### src/rtl/rbcp_reg_responder.sv
// RBCP slave responder: byte-wide R/W control bank plus read-only status window.
// Optional macro RBCP_REG_WSTB_EN adds per-register write strobes (REG_WSTB).
module rbcp_reg_responder #(
  parameter logic [31:0] BASE_ADDR = 32'h0000_0000,
  parameter int          NUM_REGS  = 16,
  parameter logic [7:0]  STAT_OFS  = 8'h80,
  parameter logic [7:0]  REG_INIT  = 8'h00
) (
  input  logic                  CLK,
  input  logic                  RSTn,
  input  logic                  RBCP_ACT,
  input  logic [31:0]           RBCP_ADDR,
  input  logic [7:0]            RBCP_WD,
  input  logic                  RBCP_WE,
  input  logic                  RBCP_RE,
  output logic                  RBCP_ACK,
  output logic [7:0]            RBCP_RD,
  output logic [NUM_REGS*8-1:0] REG_OUT,
`ifdef RBCP_REG_WSTB_EN
  output logic [NUM_REGS-1:0]   REG_WSTB,
`endif
  input  logic [63:0]           STAT_IN
);

  typedef enum logic [1:0] {
    IDLE   = 2'd0,
    ACCESS = 2'd1,
    ACK    = 2'd2
  } state_e;

  localparam logic [8:0] NREG9   = 9'(NUM_REGS);
  localparam logic [8:0] STAT_LO = {1'b0, STAT_OFS};
  localparam logic [8:0] STAT_HI = STAT_LO + 9'd8;

  state_e     state_q, state_d;
  logic [7:0] off_q, off_d;
  logic [7:0] wd_q, wd_d;
  logic       wr_q, wr_d;
  logic [7:0] rd_q;
  logic [7:0] regs_q [NUM_REGS];

  logic [8:0] in_off;
  logic       hit;
  logic       start;
  logic       ctrl_q;
  logic       commit;
  logic [7:0] rd_mux;

  assign in_off = {1'b0, RBCP_ADDR[7:0]};
  assign hit = (RBCP_ADDR[31:8] == BASE_ADDR[31:8]) &&
               ((in_off < NREG9) ||
                ((in_off >= STAT_LO) && (in_off < STAT_HI)));
  assign start = RBCP_ACT && (RBCP_WE ^ RBCP_RE) && hit;
  assign ctrl_q = ({1'b0, off_q} < NREG9);
  // Aborted writes still commit; only the ACK is dropped.
  assign commit = (state_q == ACCESS) && wr_q && ctrl_q;

  always_ff @(posedge CLK or negedge RSTn) begin
    if (!RSTn) begin
      state_q <= IDLE;
    end else begin
      state_q <= state_d;
    end
  end

  always_comb begin
    state_d = state_q;
    off_d   = off_q;
    wd_d    = wd_q;
    wr_d    = wr_q;
    unique case (state_q)
      IDLE: begin
        if (start) begin
          state_d = ACCESS;
          off_d   = RBCP_ADDR[7:0];
          wd_d    = RBCP_WD;
          wr_d    = RBCP_WE;
        end
      end
      ACCESS:  state_d = RBCP_ACT ? ACK : IDLE;
      ACK:     state_d = IDLE;
      default: state_d = IDLE;
    endcase
  end

  always_ff @(posedge CLK or negedge RSTn) begin
    if (!RSTn) begin
      off_q <= 8'h00;
      wd_q  <= 8'h00;
      wr_q  <= 1'b0;
    end else begin
      off_q <= off_d;
      wd_q  <= wd_d;
      wr_q  <= wr_d;
    end
  end

  always_comb begin
    rd_mux = 8'h00;
    for (int n = 0; n < NUM_REGS; n++) begin
      if (off_q == 8'(n)) rd_mux = regs_q[n];
    end
    for (int k = 0; k < 8; k++) begin
      if (off_q == STAT_OFS + 8'(k)) rd_mux = STAT_IN[8*k +: 8];
    end
  end

  always_ff @(posedge CLK or negedge RSTn) begin
    if (!RSTn) begin
      for (int n = 0; n < NUM_REGS; n++) regs_q[n] <= REG_INIT;
    end else if (commit) begin
      for (int n = 0; n < NUM_REGS; n++) begin
        if (off_q == 8'(n)) regs_q[n] <= wd_q;
      end
    end
  end

  always_ff @(posedge CLK or negedge RSTn) begin
    if (!RSTn) begin
      rd_q <= 8'h00;
    end else if ((state_q == ACCESS) && !wr_q && RBCP_ACT) begin
      rd_q <= rd_mux;
    end
  end

  for (genvar g = 0; g < NUM_REGS; g++) begin : g_out
    assign REG_OUT[8*g +: 8] = regs_q[g];
  end

  assign RBCP_ACK = (state_q == ACK);
  assign RBCP_RD  = rd_q;

`ifdef RBCP_REG_WSTB_EN
  logic [NUM_REGS-1:0] wstb_q, wstb_d;

  always_comb begin
    wstb_d = '0;
    for (int n = 0; n < NUM_REGS; n++) begin
      wstb_d[n] = commit && RBCP_ACT && (off_q == 8'(n));
    end
  end

  always_ff @(posedge CLK or negedge RSTn) begin
    if (!RSTn) begin
      wstb_q <= '0;
    end else begin
      wstb_q <= wstb_d;
    end
  end

  assign REG_WSTB = wstb_q;
`endif

endmodule

### config.mk
export PLATFORM = sky130hd
export DESIGN_NAME = rbcp_reg_responder
export DESIGN_NICKNAME = d
export VERILOG_FILES = /design/src/rtl/rbcp_reg_responder.sv
export SDC_FILE = /design/constraint.sdc
export NUM_CORES = 1
export LEC_CHECK = 0
export CAP_MARGIN = 30
export CORE_AREA = 4 4 133 135
export DETAILED_ROUTE_END_ITERATION = 7
export DIE_AREA = 0 0 137 139
export GPL_ROUTABILITY_DRIVEN = 0
export PLACE_DENSITY = 0.85
export RECOVER_POWER = 100
export SLEW_MARGIN = 10
export SYNTH_ARGS = -nofsm -noshare
export SYNTH_HDL_FRONTEND = slang
export SYNTH_SLANG_ARGS = --single-unit
### constraint.sdc
create_clock -name CLK -period 3.65 [get_ports CLK]
set_clock_uncertainty 0.1 [all_clocks]
set_input_delay 0.9125 -clock CLK [delete_from_list [all_inputs] [get_ports CLK]]
set_output_delay 0.9125 -clock CLK [all_outputs]
set_load 0.01 [all_outputs]
==> summary by stage, run 1 <==
Floorplanning
The horizontal die dimension is 137 microns. The region available for standard cell placement spans ~0.016 sq mm. The row count is 47. The count of pins on the block boundary is between 200 and 250. The die covers roughly 0.019 sq mm. The initial standard-cell utilization of the core is between 50% and 60%. From bottom edge to top edge, the die measures around 140 microns.

CTS
The buffer cell driving the clock tree root is sky130_fd_sc_hd__clkbuf_16. The clock slew at the register clock pins of the worst setup and hold paths is 60 ps. The buffer depth of the longest clock path is 2.

The clock latency of the later-clocked register in the worst-skew pair is roughly 430 ps. The number of setup buffers added after CTS is 0. The CTS tree is done. In this run, post-CTS hold repair placed 0 buffers. The depth of the CTS H-tree is 4. Gates resized during post-CTS repair numbered 0. The TritonCTS sink count is about 160.

TritonCTS created 17 clock buffers.

Routing
The routed via count divided by cell count is around 6.6. The routed layout has about 8,300 vias. Before antenna repair, the detailed router went through 7 iterations. The remaining routing DRC violations is 0. The count of nets left with antenna violations once routing finished came out at 0.

The iteration-0 DRC count of the detailed router is around 1,400. For this block, the routed nets add up to roughly 33,000 microns of wire. The detailed-route wire length per cell is 26.6 microns.

STA
For this run, the top clock speed supported by timing is slightly above 300 MHz. The worst relative slew slack is -6.69%. The final critical-path share of the clock period is 89.9%. The number of failing setup endpoints in the final timing report is 0.

The count of final max-slew check failures is roughly 60. Hold timing on the final database bottoms out at a slack of between 400 and 500 ps. For the pin with the worst max-slew slack, the measured transition is 1600 ps. The number of hold violations in the final report came to 0. The final total negative setup slack is 0 ps.

Setup repair after global routing left no endpoint under its margin. After layout, the worst setup slack is approximately 370 ps. For the finished layout, the period the worst path requires is 3280 ps.

Global route
Entering global routing, the biggest net connects 60 pins. After global routing the overflow that remains totals 0. The number of antenna violations at the first check in global routing is 2. The first-pass GRT wire length is 50,100 microns. The via count of the first global-routing pass came to about 8,400. The global-route total usage across every layer is between 30 and 40%.

Logic synthesis
The number of distinct library cells after synthesis is 73. The average footprint of a synthesized cell is 11.0 sq um. Yosys printed 0 warnings. For this run, asynchronously set or reset flops after synthesis account for 100%.

The synthesized netlist net count is between 800 and 900. Among all flip-flop cells after synthesis, the most frequent one is sky130_fd_sc_hd__dfrtp_1. The number of synthesized flops with an enable pin is 0. In the synthesized netlist, the number of instances is 773. Sequential cells were found to cover a little under half of the synthesized design area.

The post-synthesis register bit count is 155. The total standard cell area after synthesis is 0.00847 sq mm.

Placed design
OpenSTA, run right after detailed placement, puts the worst setup slack at approximately 640 ps. After legalization and detailed placement, the total HPWL measured between 20,000 and 25,000 microns. Buffers placed on the I/O ports in this run total around 250. The cell area after placement is 0.0112 sq mm.

Final layout
After filler insertion, the fill cell instance count of the layout stands at 1,204. The cell area after layout is roughly 0.012 sq mm. At the end of the flow the core is filled with cells to a little under three quarters.

For this run, the post-layout net count is between 1,000 and 1,500. In the final layout, the share of cells above drive strength 1 is 22.1%. The area growth from synthesis to layout is 39.0%.

Run status
The run finished, with violations left. The final reports fail on max-capacitance violations, max-slew violations.

Pwr
Power spread over the standard cell area amounts to 320 mW/mm^2. IR analysis of the VDD net gives a maximum drop of ~0.31 mV. The reported leakage power is between 5 and 6 nW.

Setup path
The endpoint arrival time on the critical path is between 3000 and 4000 ps. The kind of critical path is register to register. The category of the worst setup path launch point is a register. The required time of the critical path is 3860 ps. Of all nets on the critical path, the largest fanout is 28.

The type of destination of the critical path is a register.

Run
The number of maximum-capacitance constraint violations is 1.

Min path
The type of the worst min-delay path is register to register.
-- per-layer routing --
metal | vias up | part of all wire (%) | GRT usage, %
met5 | - | 0.054 | 0
met4 | 2 | 5.8 | 17.6
met3 | 179 | 14 | 13.4
met2 | 714 | 45 | 52.6
met1 | 3974 | 35 | 42.5
li1 | 3421 | - | -
-- state kept, by name (all words and copies together) (netlist names) --
name	cells
RBCP_RD	8
REG_OUT	128
off_q	8
state_q	2
wd_q	8
wr_q	1
-- cells in the final DEF, fill, tap and decap left out, types with 3 or more instances in the layout --
cell type / netlist / routed
sky130_fd_sc_hd__a211o_1: 3 / 3
sky130_fd_sc_hd__o21ai_0: 50 / 50
sky130_fd_sc_hd__buf_4: 1 / 26
sky130_fd_sc_hd__nand3_1: 22 / 22
sky130_fd_sc_hd__a32o_1: 4 / 4
sky130_fd_sc_hd__clkdlybuf4s50_1: 0 / 106
sky130_fd_sc_hd__o31ai_1: 4 / 4
sky130_fd_sc_hd__dfrtp_1: 155 / 154
sky130_fd_sc_hd__a221oi_1: 5 / 5
sky130_fd_sc_hd__nand4_1: 3 / 3
sky130_fd_sc_hd__o22ai_1: 9 / 9
sky130_fd_sc_hd__nand2_1: 45 / 45
sky130_fd_sc_hd__nand2b_1: 8 / 8
sky130_fd_sc_hd__nor4_1: 9 / 9
sky130_fd_sc_hd__clkbuf_8: 0 / 3
sky130_fd_sc_hd__nor3_1: 10 / 12
sky130_fd_sc_hd__mux2i_1: 12 / 12
sky130_fd_sc_hd__or4_1: 4 / 4
sky130_fd_sc_hd__clkbuf_1: 24 / 10
sky130_fd_sc_hd__nor2_1: 39 / 47
sky130_fd_sc_hd__a22oi_1: 10 / 10
sky130_fd_sc_hd__a41oi_1: 3 / 3
sky130_fd_sc_hd__inv_1: 4 / 4
sky130_fd_sc_hd__o211ai_1: 5 / 5
sky130_fd_sc_hd__o32ai_1: 5 / 5
sky130_fd_sc_hd__dlygate4sd3_1: 0 / 138
sky130_fd_sc_hd__a211oi_1: 7 / 7
sky130_fd_sc_hd__mux2_2: 153 / 152
sky130_fd_sc_hd__bufinv_16: 0 / 4
sky130_fd_sc_hd__a31oi_1: 7 / 7
sky130_fd_sc_hd__nor2b_1: 16 / 16
sky130_fd_sc_hd__clkbuf_16: 0 / 17
sky130_fd_sc_hd__mux4_2: 5 / 5
sky130_fd_sc_hd__a21oi_1: 44 / 44
sky130_fd_sc_hd__o21a_1: 6 / 6
sky130_fd_sc_hd__o221ai_1: 6 / 6
-- cell families after synthesis --
kind of cell	after synthesis	share of synthesized area, %
xor gates and xnor gates	1	0.103
buffers and inverters	59	3.12
DFF	155	45.8
muxes	170	23.1
AOI/OAI and AO/OA	193	15.1
and+or+nand+nor	195	12.8
-- through the flow --
| step | std cells | total power [mW] |
|---|---|---|
| 3_5_place_dp | 1220 | 1.93 |
| 2_1_floorplan | 773 | 1.76 |
| 4_1_cts | 1249 | 3.78 |
| 3_3_place_gp | 1220 | 1.93 |
| 6_report | 1250 | 3.77 |
| 5_1_grt | 1250 | 3.86 |
-- area by class of cell --
cell class | count | area, sq um | share of cell area [%]
clock inverter | 7 | 140 | 1.19
antenna | 1 | 2.50 | 0.0213
clock buffer | 22 | 474 | 4.03
multi-input combinational | 559 | 4290 | 36.4
inverter | 5 | 18.8 | 0.159
sequential | 155 | 3880 | 33.0
tap | 220 | 275 | 2.34
timing repair buffer | 281 | 2700 | 22.9
-- synthesized netlist by cell type (all sizes together), types with 3 or more instances --
library cell / n / area [sq um]
nor3: 14 / 96.4
or2: 3 / 18.8
a211oi: 7 / 52.6
and2: 4 / 25.0
nand4: 3 / 18.8
o32ai: 5 / 43.8
o21a: 6 / 45.0
mux2i: 12 / 120
o21ai: 50 / 250
clkbuf: 24 / 90.1
a31oi: 7 / 43.8
o22ai: 9 / 56.3
or4: 4 / 30.0
nand2b: 8 / 50.1
o31ai: 4 / 30.0
nor2: 51 / 241
o211ai: 5 / 37.5
a211o: 3 / 26.3
a21oi: 44 / 220
inv: 4 / 15.0
nor2b: 16 / 100
nand2: 45 / 169
mux4: 5 / 113
dfrtp: 155 / 3880
buf: 30 / 155
nor4: 11 / 98.8
a221oi: 5 / 43.8
a32o: 4 / 40.0
a2111oi: 3 / 32.5
nand3: 22 / 110
o221ai: 6 / 52.6
mux2: 153 / 1720
a22oi: 10 / 75.1
a41oi: 3 / 26.3
-- critical path, cell delays in order, from the launching register on --
cell	delay [ps]
sky130_fd_sc_hd__dfrtp_1	1070
sky130_fd_sc_hd__buf_4	370
sky130_fd_sc_hd__nand2_1	70
sky130_fd_sc_hd__clkbuf_1	240
sky130_fd_sc_hd__nor2_1	870
sky130_fd_sc_hd__mux2_2	430
-- where the power goes --
part,switching [mW],internal (mW),total (mW)
Clock,0.685,1.19,1.87
Sequential,0.000000123,1.72,1.72
Combinational,0.0697,0.112,0.182
-- final timing paths --
kind,cells past startpoint,from,endpoint,slack [ps]
setup / recovery,5,off_q[1]$_DFFE_PN0P_,REG_OUT[26]$_DFFE_PN0P_,370
hold / removal,1,REG_OUT[88]$_DFFE_PN0P_,REG_OUT[88]$_DFFE_PN0P_,430
setup reg to reg,5,off_q[1]$_DFFE_PN0P_,REG_OUT[26]$_DFFE_PN0P_,370
hold reg to reg,1,REG_OUT[88]$_DFFE_PN0P_,REG_OUT[88]$_DFFE_PN0P_,430
max in group asynchronous,2,RSTn,REG_OUT[47]$_DFFE_PN0P_,720
min in group asynchronous,1,RSTn,REG_OUT[112]$_DFFE_PN0P_,790
No activity file was read; power rests on OpenSTA's default activity.
==> run 2: changes to the inputs <==
--- a/config.mk
+++ b/config.mk
@@ -6,8 +6,8 @@
 export NUM_CORES = 1
 export LEC_CHECK = 0
-export CAP_MARGIN = 30
-export CORE_AREA = 4 4 133 135
+export CAP_MARGIN = 20
+export CORE_AREA = 2 2 131 133
 export DETAILED_ROUTE_END_ITERATION = 7
-export DIE_AREA = 0 0 137 139
+export DIE_AREA = 0 0 133 135
 export GPL_ROUTABILITY_DRIVEN = 0
 export PLACE_DENSITY = 0.85
==> constraint.sdc (replaced) <==
create_clock -name CLK -period 3.65 [get_ports CLK]
set_clock_uncertainty 0.1 [all_clocks]
set_input_delay 0.73 -clock CLK [delete_from_list [all_inputs] [get_ports CLK]]
set_output_delay 0.73 -clock CLK [all_outputs]
set_load 0.01 [all_outputs]
==> summary by stage, run 2 (synthesis gave the netlist of run 1 again) <==
Placed design
The count of buffers inserted at the top-level ports is 245 (unchanged). The final HPWL from detailed placement is 22,800 microns (-3.4%). The cell area after placement is 0.0112 sq mm (-0.67%).

STA
The achievable frequency is 309 MHz (+1.4%). The number of failing setup endpoints in the final timing report is 0 (unchanged). The final total negative setup slack is 0 ps (unchanged). The worst relative slew slack is -24.1% (-17 points). The minimum clock period is 3230 ps (-45.0 ps). The number of hold violations in the final report is 0 (unchanged). The count of final max-slew check failures came to 111 (+88%).

The pin slew with the least headroom to its limit came to 1860 ps (+261 ps). Setup repair after global routing left no endpoint under its margin. The final critical-path share of the clock period is 88.6% (-1.2 points). The final worst hold slack is 124 ps (-309 ps).

Final layout
The post-layout utilization of the core is 70.9% (-0.57 points). The number of nets in the layout is 1,116 (-1.1%). The sequential cell area is 0.00388 sq mm (about the same). Compared with the post-synthesis result, the final layout area differs by 37.4%. The footprint of the multi-input gates is 0.00427 sq mm (-0.32%). The total inserted antenna cells is 0 (-1). The layout cell share with drive strength beyond 1 is 21.4% (-0.67 points). The count of filler cells inserted in the layout is 1,164 (-3.3%). Leaving out fill and tap cells, the most frequent cells in the layout are sky130_fd_sc_hd__dfrtp_1, sky130_fd_sc_hd__mux2_2, sky130_fd_sc_hd__dlygate4sd3_1. The cell area after layout is 0.0116 sq mm (-1.1%). The number of flip-flops under the largest register name came to 128 (unchanged).

Setup path
The origin of the critical flop-to-flop path is off_q[5]$_DFFE_PN0P_. The type of destination of the critical path is a register. The biggest cell delay along the critical path came to 850 ps (-220 ps). Walking the worst path, the cells encountered are or4_1 -> clkbuf_2 -> nor2_4 -> nand2_1 -> nor2_1 -> mux2_2. The maximum fanout encountered on the critical timing path is 18 (-36%). The number of cell instances on the worst register-to-register path was 6 (+1). The critical path in this run is classified as register to register. The category of the worst setup path launch point is a register. The endpoint arrival time on the critical path is 3460 ps (-30 ps). The endpoint identified for the worst register-to-register timing path is REG_OUT[46]$_DFFE_PN0P_.

The required time of the critical path is 3870 ps (about the same). The flop-to-flop setup slack is 420 ps (+40 ps). The standard cell with the maximum stage delay on the critical path is sky130_fd_sc_hd__nor2_1.

Run status
The final reports fail on max-capacitance violations, max-slew violations. The flow ran to the end, but the final reports show violations.

CTS
The buffer depth of the longest clock path is 2 (unchanged). Clock tree synthesis selected as its root buffer the cell sky130_fd_sc_hd__clkbuf_16. The clock latency of the later-clocked register in the worst-skew pair is 440 ps (about the same). The number of setup buffers added after CTS came to 0 (unchanged).

The depth of the CTS H-tree came to 4 (unchanged). TritonCTS built the clock tree. The number of resized instances in the post-cts repair step is 0 (unchanged).

The clock slew at the register clock pins of the worst setup and hold paths is 60 ps (about the same). The TritonCTS sink count is 155 (unchanged). The number of buffers inserted during clock tree synthesis is 17 (unchanged). The number of hold buffers added after cts is 0 (unchanged).

Pwr
The overall power after layout is 3.68 mW (-2.6%). The combinational share of power is 4.9% (about the same). The sequential cell fraction of total power came to 46.8% (+1.2 points).

The reported leakage power is 5.53 nW (-1.4%). The switching fraction of total power is 21.2% (+1.2 points). The peak ir drop on the vdd network is 0.302 mV (-1.2%). The switching power summed over all nets came to 780 uW (+3.4%). The clock share of power is 48.3% (-1.3 points). The internal power summed over all cells came to 2.90 mW (-4.0%). The power density relative to cell area is 316 mW/mm^2 (-1.4%).

Floorplanning
The overall die area is 0.0180 sq mm (-5.7%). The row count was 47 (unchanged). The horizontal die dimension is 133 microns (-2.9%). The placeable core area is 0.0164 sq mm (-0.36%). The initial standard-cell utilization of the core is 51.6% (+0.18 points). The count of pins on the block boundary came to 246 (unchanged). The die height came to 135 microns (-2.9%).

Routing
The total routed wirelength is 32,300 microns (-3.1%). The count of antenna-violating nets left after detailed routing is 0 (unchanged). The detailed-route wire length per cell is 26.1 microns (-2.2%).

The total via count in the routed design is 8,223 (-0.81%). The number of detailed-routing iterations run before antenna repair was 8 (+1). The routed via count divided by cell count is 6.64 (about the same).

The remaining routing DRC violations is 0 (unchanged). The iteration-0 DRC count of the detailed router is 1,300 (-4.8%).

Min path
The type of the worst min-delay path is input port to asynchronous set/reset pin.

Global route
The maximum number of pins on one net before global-route repair is 75 (+25%). The first-pass GRT wire length is 48,900 microns (-2.3%). The via count of the first global-routing pass is 8,018 (-4.4%). The number of antenna violations at the first check in global routing is 1 (-1).

The final global-route overflow total is 0 (unchanged). The global-route total usage across every layer came to 36.2% (+1.6 points).

Run
The number of maximum-capacitance constraint violations was 2 (+1).
-- run 2: changes by cell type in the layout (fill, tap and decap cells not counted), moves of 2 or more --
cell	change
sky130_fd_sc_hd__nor2_1	+2
sky130_fd_sc_hd__clkinv_2	+3
sky130_fd_sc_hd__clkbuf_8	-3
sky130_fd_sc_hd__buf_4	-14
sky130_fd_sc_hd__clkinvlp_4	+2
-- run 2: worst max-delay path, delay by kind of cell (launching register included) --
family	cells	cell delay (ps)
mux	1	430
buf+inv	1	340
simple gates	4	1800
flops	1	450
-- run 2: per-stage QoR --
step,instances,setup WS [ps]
3_5_place_dp,1208,744
2_1_floorplan,773,1310
6_report,1239,415
4_1_cts,1239,752
3_3_place_gp,1208,811
5_1_grt,1239,328
-- run 2: worst max path at each step --
stage,start,endpoint,slack [ps],depth (start not counted)
after detailed placement,RBCP_ACT,RBCP_RD[0]$_DFFE_PN0P_,740,7
after global placement,RBCP_ACT,RBCP_RD[0]$_DFFE_PN0P_,810,7
after global routing,off_q[5]$_DFFE_PN0P_,REG_OUT[22]$_DFFE_PN0P_,330,6
after CTS,off_q[5]$_DFFE_PN0P_,RBCP_RD[4]$_DFFE_PN0P_,750,6
final,off_q[5]$_DFFE_PN0P_,REG_OUT[46]$_DFFE_PN0P_,420,6
after floorplan,off_q[5]$_DFFE_PN0P_,REG_OUT[32]$_DFFE_PN0P_,1310,6
-- run 2: per-layer routing --
metal	global-route usage [%]	part of all wire [%]	up-vias
li1	-	-	3386
met1	45.5	36	3936
met2	57.3	45	726
met3	12.3	13	173
met4	15.9	5.1	2
met5	0	0.037	-
-- run 2: area by class of cell --
cell class	count	share of cell area (%)
tap	220	2.36
sequential	155	33.4
inverter	5	0.161
clock inverter	12	1.28
multi-input combinational	559	36.7
clock buffer	19	3.72
timing repair buffer	269	22.4
-- run 2: power by group through the flow --
stage / Sequential (mW) / Combinational (mW) / Clock (mW)
after floorplan: 1.75 / 0.0127 / 0
after global placement: 1.75 / 0.183 / 0
after detailed placement: 1.75 / 0.182 / 0
after CTS: 1.72 / 0.184 / 1.78
after global routing: 1.72 / 0.192 / 1.86
final: 1.72 / 0.180 / 1.78
